**src/rtl/dmem_if.sv**
```systemverilog
// dmem_if: two-port request/ack bundle between masters and the data-memory arbiter.
interface dmem_if #(
    parameter int W = 8,
    parameter int A = 8
);
    logic         req0, we0, ack0;
    logic [A-1:0] addr0;
    logic [W-1:0] wdata0;
    logic         req1, we1, ack1;
    logic [A-1:0] addr1;
    logic [W-1:0] wdata1;
    logic [W-1:0] rdata;
    modport slave  (input  req0, we0, addr0, wdata0, req1, we1, addr1, wdata1,
                    output ack0, ack1, rdata);
    modport master (output req0, we0, addr0, wdata0, req1, we1, addr1, wdata1,
                    input  ack0, ack1, rdata);
endinterface

```
**src/rtl/dmem_arbiter.sv**
```systemverilog
// dmem_arbiter: serialises two ports onto a single-ported memory, round-robin on ties,
// registered read data, one-cycle ack and saturating per-port grant counters.
module dmem_arbiter #(
    parameter int W  = 8,
    parameter int A  = 8,
    parameter int CW = 16
) (
    input  logic          clk,
    input  logic          rst_n,
    dmem_if.slave         bus,
    output logic          mem_we_o,
    output logic [A-1:0]  mem_addr_o,
    output logic [W-1:0]  mem_wdata_o,
    input  logic [W-1:0]  mem_rdata_i,
    output logic          busy_o,
    output logic [CW-1:0] cnt0_o,
    output logic [CW-1:0] cnt1_o
);
    typedef enum logic [1:0] {IDLE, SERVE, ACK} state_t;
    state_t        state_q, state_d;
    logic          port_q, we_q, last_q, gnt, req;
    logic [A-1:0]  addr_q;
    logic [W-1:0]  wdata_q, rdata_q;
    logic [CW-1:0] cnt0_q, cnt1_q;

    assign req = bus.req0 | bus.req1;
    // port 1 wins when it is the sole requester, or on a tie when port 0 went last
    assign gnt = bus.req1 & (~bus.req0 | ~last_q);

    always_comb begin
        state_d = IDLE;
        state_d = state_q == IDLE  ? (req ? SERVE : IDLE) :
                  state_q == SERVE ? ACK : IDLE;
    end

    always_ff @(posedge clk or negedge rst_n) begin
        if (!rst_n) begin
            state_q <= IDLE;
            port_q  <= 1'b0;
            we_q    <= 1'b0;
            addr_q  <= '0;
            wdata_q <= '0;
            rdata_q <= '0;
            last_q  <= 1'b1;
            cnt0_q  <= '0;
            cnt1_q  <= '0;
        end else begin
            state_q <= state_d;
            if (state_q == IDLE && req) begin
                port_q  <= gnt;
                we_q    <= gnt ? bus.we1    : bus.we0;
                addr_q  <= gnt ? bus.addr1  : bus.addr0;
                wdata_q <= gnt ? bus.wdata1 : bus.wdata0;
            end
            if (state_q == SERVE && !we_q) rdata_q <= mem_rdata_i;
            if (state_q == ACK) begin
                last_q <= port_q;
                if (port_q) cnt1_q <= cnt1_q + CW'(~&cnt1_q);
                else        cnt0_q <= cnt0_q + CW'(~&cnt0_q);
            end
        end
    end

    // memory port is combinational from state so an async reset kills MemWe at once
    assign mem_we_o    = state_q == SERVE && we_q;
    assign mem_addr_o  = state_q == SERVE ? addr_q  : '0;
    assign mem_wdata_o = state_q == SERVE ? wdata_q : '0;
    assign bus.ack0    = state_q == ACK && !port_q;
    assign bus.ack1    = state_q == ACK && port_q;
    assign bus.rdata   = rdata_q;
    assign busy_o      = state_q != IDLE;
    assign cnt0_o      = cnt0_q;
    assign cnt1_o      = cnt1_q;
endmodule

```
**src/flat_wrapper.sv**
```systemverilog
// flat-port wrapper written by rule: the top's interface ports become plain ports
module dmem_arbiter_flat 
#(
    parameter int W  = 8,
    parameter int A  = 8,
    parameter int CW = 16
)
  (clk, rst_n, mem_we_o, mem_addr_o, mem_wdata_o, mem_rdata_i, busy_o, cnt0_o, cnt1_o, bus_req0, bus_we0, bus_addr0, bus_wdata0, bus_req1, bus_we1, bus_addr1, bus_wdata1, bus_ack0, bus_ack1, bus_rdata);
  dmem_if #(.W(W), .A(A)) bus_i ();
  input  logic clk;
  input  logic rst_n;
  output logic mem_we_o;
  output logic [A-1:0] mem_addr_o;
  output logic [W-1:0] mem_wdata_o;
  input  logic [W-1:0] mem_rdata_i;
  output logic busy_o;
  output logic [CW-1:0] cnt0_o;
  output logic [CW-1:0] cnt1_o;
  input wire logic [$bits(bus_i.req0)-1:0] bus_req0;
  input wire logic [$bits(bus_i.we0)-1:0] bus_we0;
  input wire logic [$bits(bus_i.addr0)-1:0] bus_addr0;
  input wire logic [$bits(bus_i.wdata0)-1:0] bus_wdata0;
  input wire logic [$bits(bus_i.req1)-1:0] bus_req1;
  input wire logic [$bits(bus_i.we1)-1:0] bus_we1;
  input wire logic [$bits(bus_i.addr1)-1:0] bus_addr1;
  input wire logic [$bits(bus_i.wdata1)-1:0] bus_wdata1;
  output wire logic [$bits(bus_i.ack0)-1:0] bus_ack0;
  output wire logic [$bits(bus_i.ack1)-1:0] bus_ack1;
  output wire logic [$bits(bus_i.rdata)-1:0] bus_rdata;
  assign bus_i.req0 = bus_req0;
  assign bus_i.we0 = bus_we0;
  assign bus_i.addr0 = bus_addr0;
  assign bus_i.wdata0 = bus_wdata0;
  assign bus_i.req1 = bus_req1;
  assign bus_i.we1 = bus_we1;
  assign bus_i.addr1 = bus_addr1;
  assign bus_i.wdata1 = bus_wdata1;
  assign bus_ack0 = bus_i.ack0;
  assign bus_ack1 = bus_i.ack1;
  assign bus_rdata = bus_i.rdata;
  dmem_arbiter #(.W(W), .A(A), .CW(CW)) u_core (.clk(clk), .rst_n(rst_n), .bus(bus_i), .mem_we_o(mem_we_o), .mem_addr_o(mem_addr_o), .mem_wdata_o(mem_wdata_o), .mem_rdata_i(mem_rdata_i), .busy_o(busy_o), .cnt0_o(cnt0_o), .cnt1_o(cnt1_o));
endmodule
```
**config.mk**
```make
export PLATFORM = sky130hd
export DESIGN_NAME = dmem_arbiter_flat
export DESIGN_NICKNAME = d
export VERILOG_FILES = /design/src/rtl/dmem_if.sv /design/src/rtl/dmem_arbiter.sv /design/src/flat_wrapper.sv
export SDC_FILE = /design/constraint.sdc
export NUM_CORES = 1
export LEC_CHECK = 0
export BUFFER_PORTS_ARGS = -buffer_cell sky130_fd_sc_hd__buf_2
export CORE_MARGIN = 1.5
export CORE_UTILIZATION = 25
export DETAILED_ROUTE_END_ITERATION = 6
export GPL_TIMING_DRIVEN = 0
export SLEW_MARGIN = 20
export SYNTH_ARGS = -nofsm -noshare
export SYNTH_HDL_FRONTEND = slang
export SYNTH_SLANG_ARGS = --single-unit
```
**constraint.sdc**
```tcl
create_clock -name clk -period 2.6 [get_ports clk]
set_input_delay 0.39 -clock clk [delete_from_list [all_inputs] [get_ports clk]]
set_output_delay 0.39 -clock clk [all_outputs]
set_load 0.01 [all_outputs]
```
-- Word-level counts from Yosys, hierarchy flattened
Cells that the tools add are included.
W data, S select, Z words.
- add/sub/neg operators: 2
- equality and inequality tests: 2
- mux-type cells: 8
- bitwise operators: 6
- reductions and logical operators: 15
- operators with widths (cell ; number):
    $add A16 B1 Y16 ; 2
    $mux W8 ; 4
    $reduce_and A16 Y1 ; 2
    $logic_and A1 B1 Y1 ; 5
    $logic_not A1 Y1 ; 4
    $mux W2 ; 2
    $reduce_and A2 Y1 ; 2
    $not A1 Y1 ; 3
    $eq A2 B1 Y1 const B ; 1
    $eq A2 B2 Y1 const B ; 1
    $logic_not A2 Y1 ; 1
    $mux W1 ; 2
    $or A1 B1 Y1 ; 2
    $reduce_bool A2 Y1 ; 1
    $and A1 B1 Y1 ; 1
- register bits after elaboration: 61
- bits of input ports: 46
- output and inout bits: 60
- word-level logic and storage cells: 42

-- Logic depth before layout (Yosys ltp)
- depth in word-level cells: 4
- mapped depth: 10
- depth with buffers taken out: 10

-- Worst setup path after synthesis
No wires, ideal clock.
- kind: reg-to-reg
- start point: register u_core.cnt0_q[2] (netlist: u_core.cnt0_o[2])
- end point: register u_core.cnt0_q[14] (netlist: u_core.cnt0_o[14])
- setup time: 0.132 ns
- arrival: 2.057 ns
- required time: 2.468 ns
- path slack: 0.412 ns
- stages on the path, launching flop included: 10
- path buffers: 0
- period minus slack after synthesis: 2.188 ns
- cells stage by stage: dfrtp_1 and3_1 nand4_1 or2_2 ha_1 ha_1 and4bb_2 nand4_1 nor3_1 xor2_1
- longest elaborated chain between the ends: 3
- RTL lines (item ; line ; RTL):
    start, declared ; dmem_arbiter.sv:24 ; logic [CW-1:0] cnt0_q, cnt1_q;
    start signal, assigned ; dmem_arbiter.sv:59 ; else cnt0_q <= cnt0_q + CW'(~&cnt0_q);
    $reduce_and A16 Y1 ; dmem_arbiter.sv:59 ;
    $logic_not A1 Y1 ; dmem_arbiter.sv:59 ;
    $add A16 B1 Y16 * ; dmem_arbiter.sv:59 ;
Every way passes the cells marked *; elsewhere a longest branch is shown, timed or not.
A chain may end at the register's enable or synchronous reset.

-- Final worst setup path
Ends and elaborated chain as after synthesis.

==> metrics <==
P per Cell Area between 1000 and 1500 nW/um^2; post-route insts no fill between 500 and 600; initial DRC count 57; worst hold start mem_rdata_i[0]; Pint ~0.0027 W; Root Driver clkbuf_16; Post-route DRC 0; vias in the first global route between 2k and 2.5k; # setup viols final 0; outcome complete, no violations; initial antenna violation count 0; largest net degree at the start of global routing 39; Final Max Slew Viols 0; CTS tree built; R2R depth 9; peak supply drop ~0.43 mV; CTS H-tree lvls 3; Mapped Avg Cell Area roughly 11 sq um; synthesized cell area between 2000 and 3000 sq um; post-CTS setup buffer count 0; Met1 Routed Length ~3300 microns; All-Layer GR Usage 0.115; Initial Util 0.255; crit path max fanout 5; r2r setup slk around 220 ps; Clock transition at path regs 50 ps; Worst Tran Pin Value between 300 and 400 ps; DR top layer met4; Ys Warns 0; RSZ-0062 raised after global routing false; # diodes 0; hold slack between 300 and 400 ps; Via density roughly 4.3; CP arrival between 2000 and 3000 ps; leakage power 2.04 nW; DR WL met3 ~360 microns; max-cap viol count 0; clk_skew roughly 7.5 ps; switching part of the total 0.322; Peak Freq approximately 0.42 GHz; routed wire length between 6000 and 7000 microns; die area 12,200 sq um; Core Area 11,300 sq um; Post-Place Cells a little over 500; clock share of power 0.322; placer congestion estimate 0.782; Final period util 0.916; CP endpoint kind register; WL/cell ~12 microns; Die H ~110 microns; Slew HR 0.743; Gate power share 0.317; fin crit period 2380 ps; Worst Hold Class primary input to register; area delta synth->final 36.8%; Post-DRT Antenna Nets 0; port bufs about 110; Worst Hold Depth 2; register area share after synthesis 0.529; Seq cells post-synth 61; Nets around 430; worst skew pair latency 320 ps; Reg power frac 0.360; Post-Syn Nets 311; worst hold endpoint u_core.bus.rdata[0]; Critical R2R Launch u_core.cnt0_o[2]; Post-Synthesis Cells 260; clk sinks around 60; Setup TNS 0 ps; CTS Buf Count 9; Core Rows 39; Overflow after GRT 0; DIE WIDTH around 110 microns; Sw Pwr around 0.0013 W; Synth cell types 36; routed wl met2 around 2800 microns; fraction of layout cells with a size suffix above 1 0.392; Longest Clk Path Bufs 2; Crit Path Category register to register; FF-to-FF End u_core.cnt0_o[14]; first-pass GRT wire length 11,300 microns; DP HPWL around 5000 microns; Worst Path Required between 2000 and 3000 ps; first-pass iteration count of the detailed router 4; Fin. Hold Viols 0; CP startpoint kind register; via count about 2.3k; IO Count 106
[critical path, stage by stage (launching register included)]
cell and delay (ps):
dfrtp_1 410, and3_1 270, nand4_1 170, or2_2 340
ha_1 200, ha_1 190, and4bb_2 270, nand4_1 180
nor3_1 80, xor2_1 140
[logic make-up (layout without fill, tap and decap cells)]
group / Yosys count / count (layout) / share of synthesized area
fa+ha+maj: 5 / 5 / 0.0217
compound gates: 21 / 21 / 0.0381
xor+xnor: 28 / 28 / 0.0849
simple gates: 105 / 105 / 0.208
mux: 27 / 27 / 0.0979
buf+inv: 13 / 136 / 0.0208
flops: 61 / 61 / 0.529
[through the flow]
step	power [W]	utilization	instance area, sq um	setup WS (ps)
2_1_floorplan	0.00224	-	2890	412
3_3_place_gp	0.00273	0.317	3590	205
3_5_place_dp	0.00277	0.319	3610	214
4_1_cts	0.00410	0.349	3950	190
5_1_grt	0.00431	0.349	3950	43.9
6_report	0.00401	0.349	3950	217
[power by group through the flow]
stage          sequential (W)  clock, W  combinational, W
3_5_place_dp          0.00147         0           0.00130
6_report              0.00145   0.00129           0.00127
5_1_grt               0.00149   0.00137           0.00145
2_1_floorplan         0.00148         0          0.000760
4_1_cts               0.00145   0.00134           0.00131
3_3_place_gp          0.00145         0           0.00128
[what timing repair did]
action / CTS / global route
hold buffers: 1 / 0
endpoints found under the hold margin: 23 / 0
resized for setup: 0 / 0
[worst max-delay path by stage]
stage | from | end | slack, ps | cells past startpoint
global placement | u_core.cnt0_o[2] | u_core.cnt0_o[14] | 200 | 9
floorplan | u_core.cnt0_o[2] | u_core.cnt0_o[14] | 410 | 9
CTS | u_core.cnt0_o[2] | u_core.cnt0_o[14] | 190 | 9
detailed placement | u_core.cnt0_o[2] | u_core.cnt0_o[14] | 210 | 9
global route | u_core.cnt0_o[2] | u_core.cnt0_o[14] | 40 | 9
finish | u_core.cnt0_o[2] | u_core.cnt0_o[14] | 220 | 9
[per-layer routing]
layer	vias up	GRT usage
met4	0	0.0513
met3	10	0.0340
met1	1054	0.156
li1	1123	-
met5	-	0
met2	73	0.171
[cell usage after synthesis (all sizes together)]
cell type,n,area share
dfrtp,60,0.52
nor2,26,0.034
nand2,21,0.027
and2,18,0.039
a21oi,17,0.029
mux2i,17,0.059
xor2,15,0.045
xnor2,13,0.039
mux2,10,0.039
nand3,10,0.019
nand4,10,0.022
buf,7,0.013
ha,5,0.022
inv,5,0.0065
nor3,5,0.012
and3,3,0.0065
nor4,2,0.0095
o21ai,2,0.0035
or2,2,0.0043
a21boi,1,0.0026
and2b,1,0.0035
and4,1,0.0035
and4b,1,0.0048
and4bb,1,0.0043
clkbuf,1,0.0013
dfstp,1,0.0091
nand3b,1,0.0069
nor2b,1,0.0022
nor3b,1,0.0065
o21a,1,0.0026
or4,1,0.0026
[flip-flops by register name, indices dropped and copies added (netlist names)]
register,cells
u_core.we_q,1
u_core.bus.rdata,8
u_core.cnt1_o,16
u_core.wdata_q,8
u_core.cnt0_o,16
u_core.addr_q,8
u_core.state_q,2
u_core.port_q,1
u_core.last_q,1
[final cells by class]
class	instances	area, sq um
fill	1169	7370
sequential	61	1530
multi-input combinational	186	1300
timing repair buffer	107	558
clock buffer	12	256
tap	143	179
clock inverter	4	70.1
buffer	8	41.3
inverter	5	18.8
[placed cells by master, fill, tap and decap left out, types with 3 or more instances in the layout]
| cell | synthesis | final |
|---|---|---|
| buf_2 | 6 | 110 |
| dfrtp_1 | 60 | 60 |
| nor2_1 | 26 | 26 |
| nand2_1 | 21 | 21 |
| and2_1 | 18 | 18 |
| mux2i_1 | 17 | 17 |
| a21oi_1 | 17 | 17 |
| xor2_1 | 15 | 15 |
| xnor2_1 | 13 | 13 |
| nand4_1 | 10 | 10 |
| mux2_2 | 10 | 10 |
| nand3_1 | 9 | 9 |
| clkbuf_16 | 0 | 9 |
| inv_1 | 5 | 5 |
| ha_1 | 5 | 5 |
| and3_1 | 3 | 3 |
| nor3_1 | 3 | 3 |
Power figures use the tool's default switching activity.
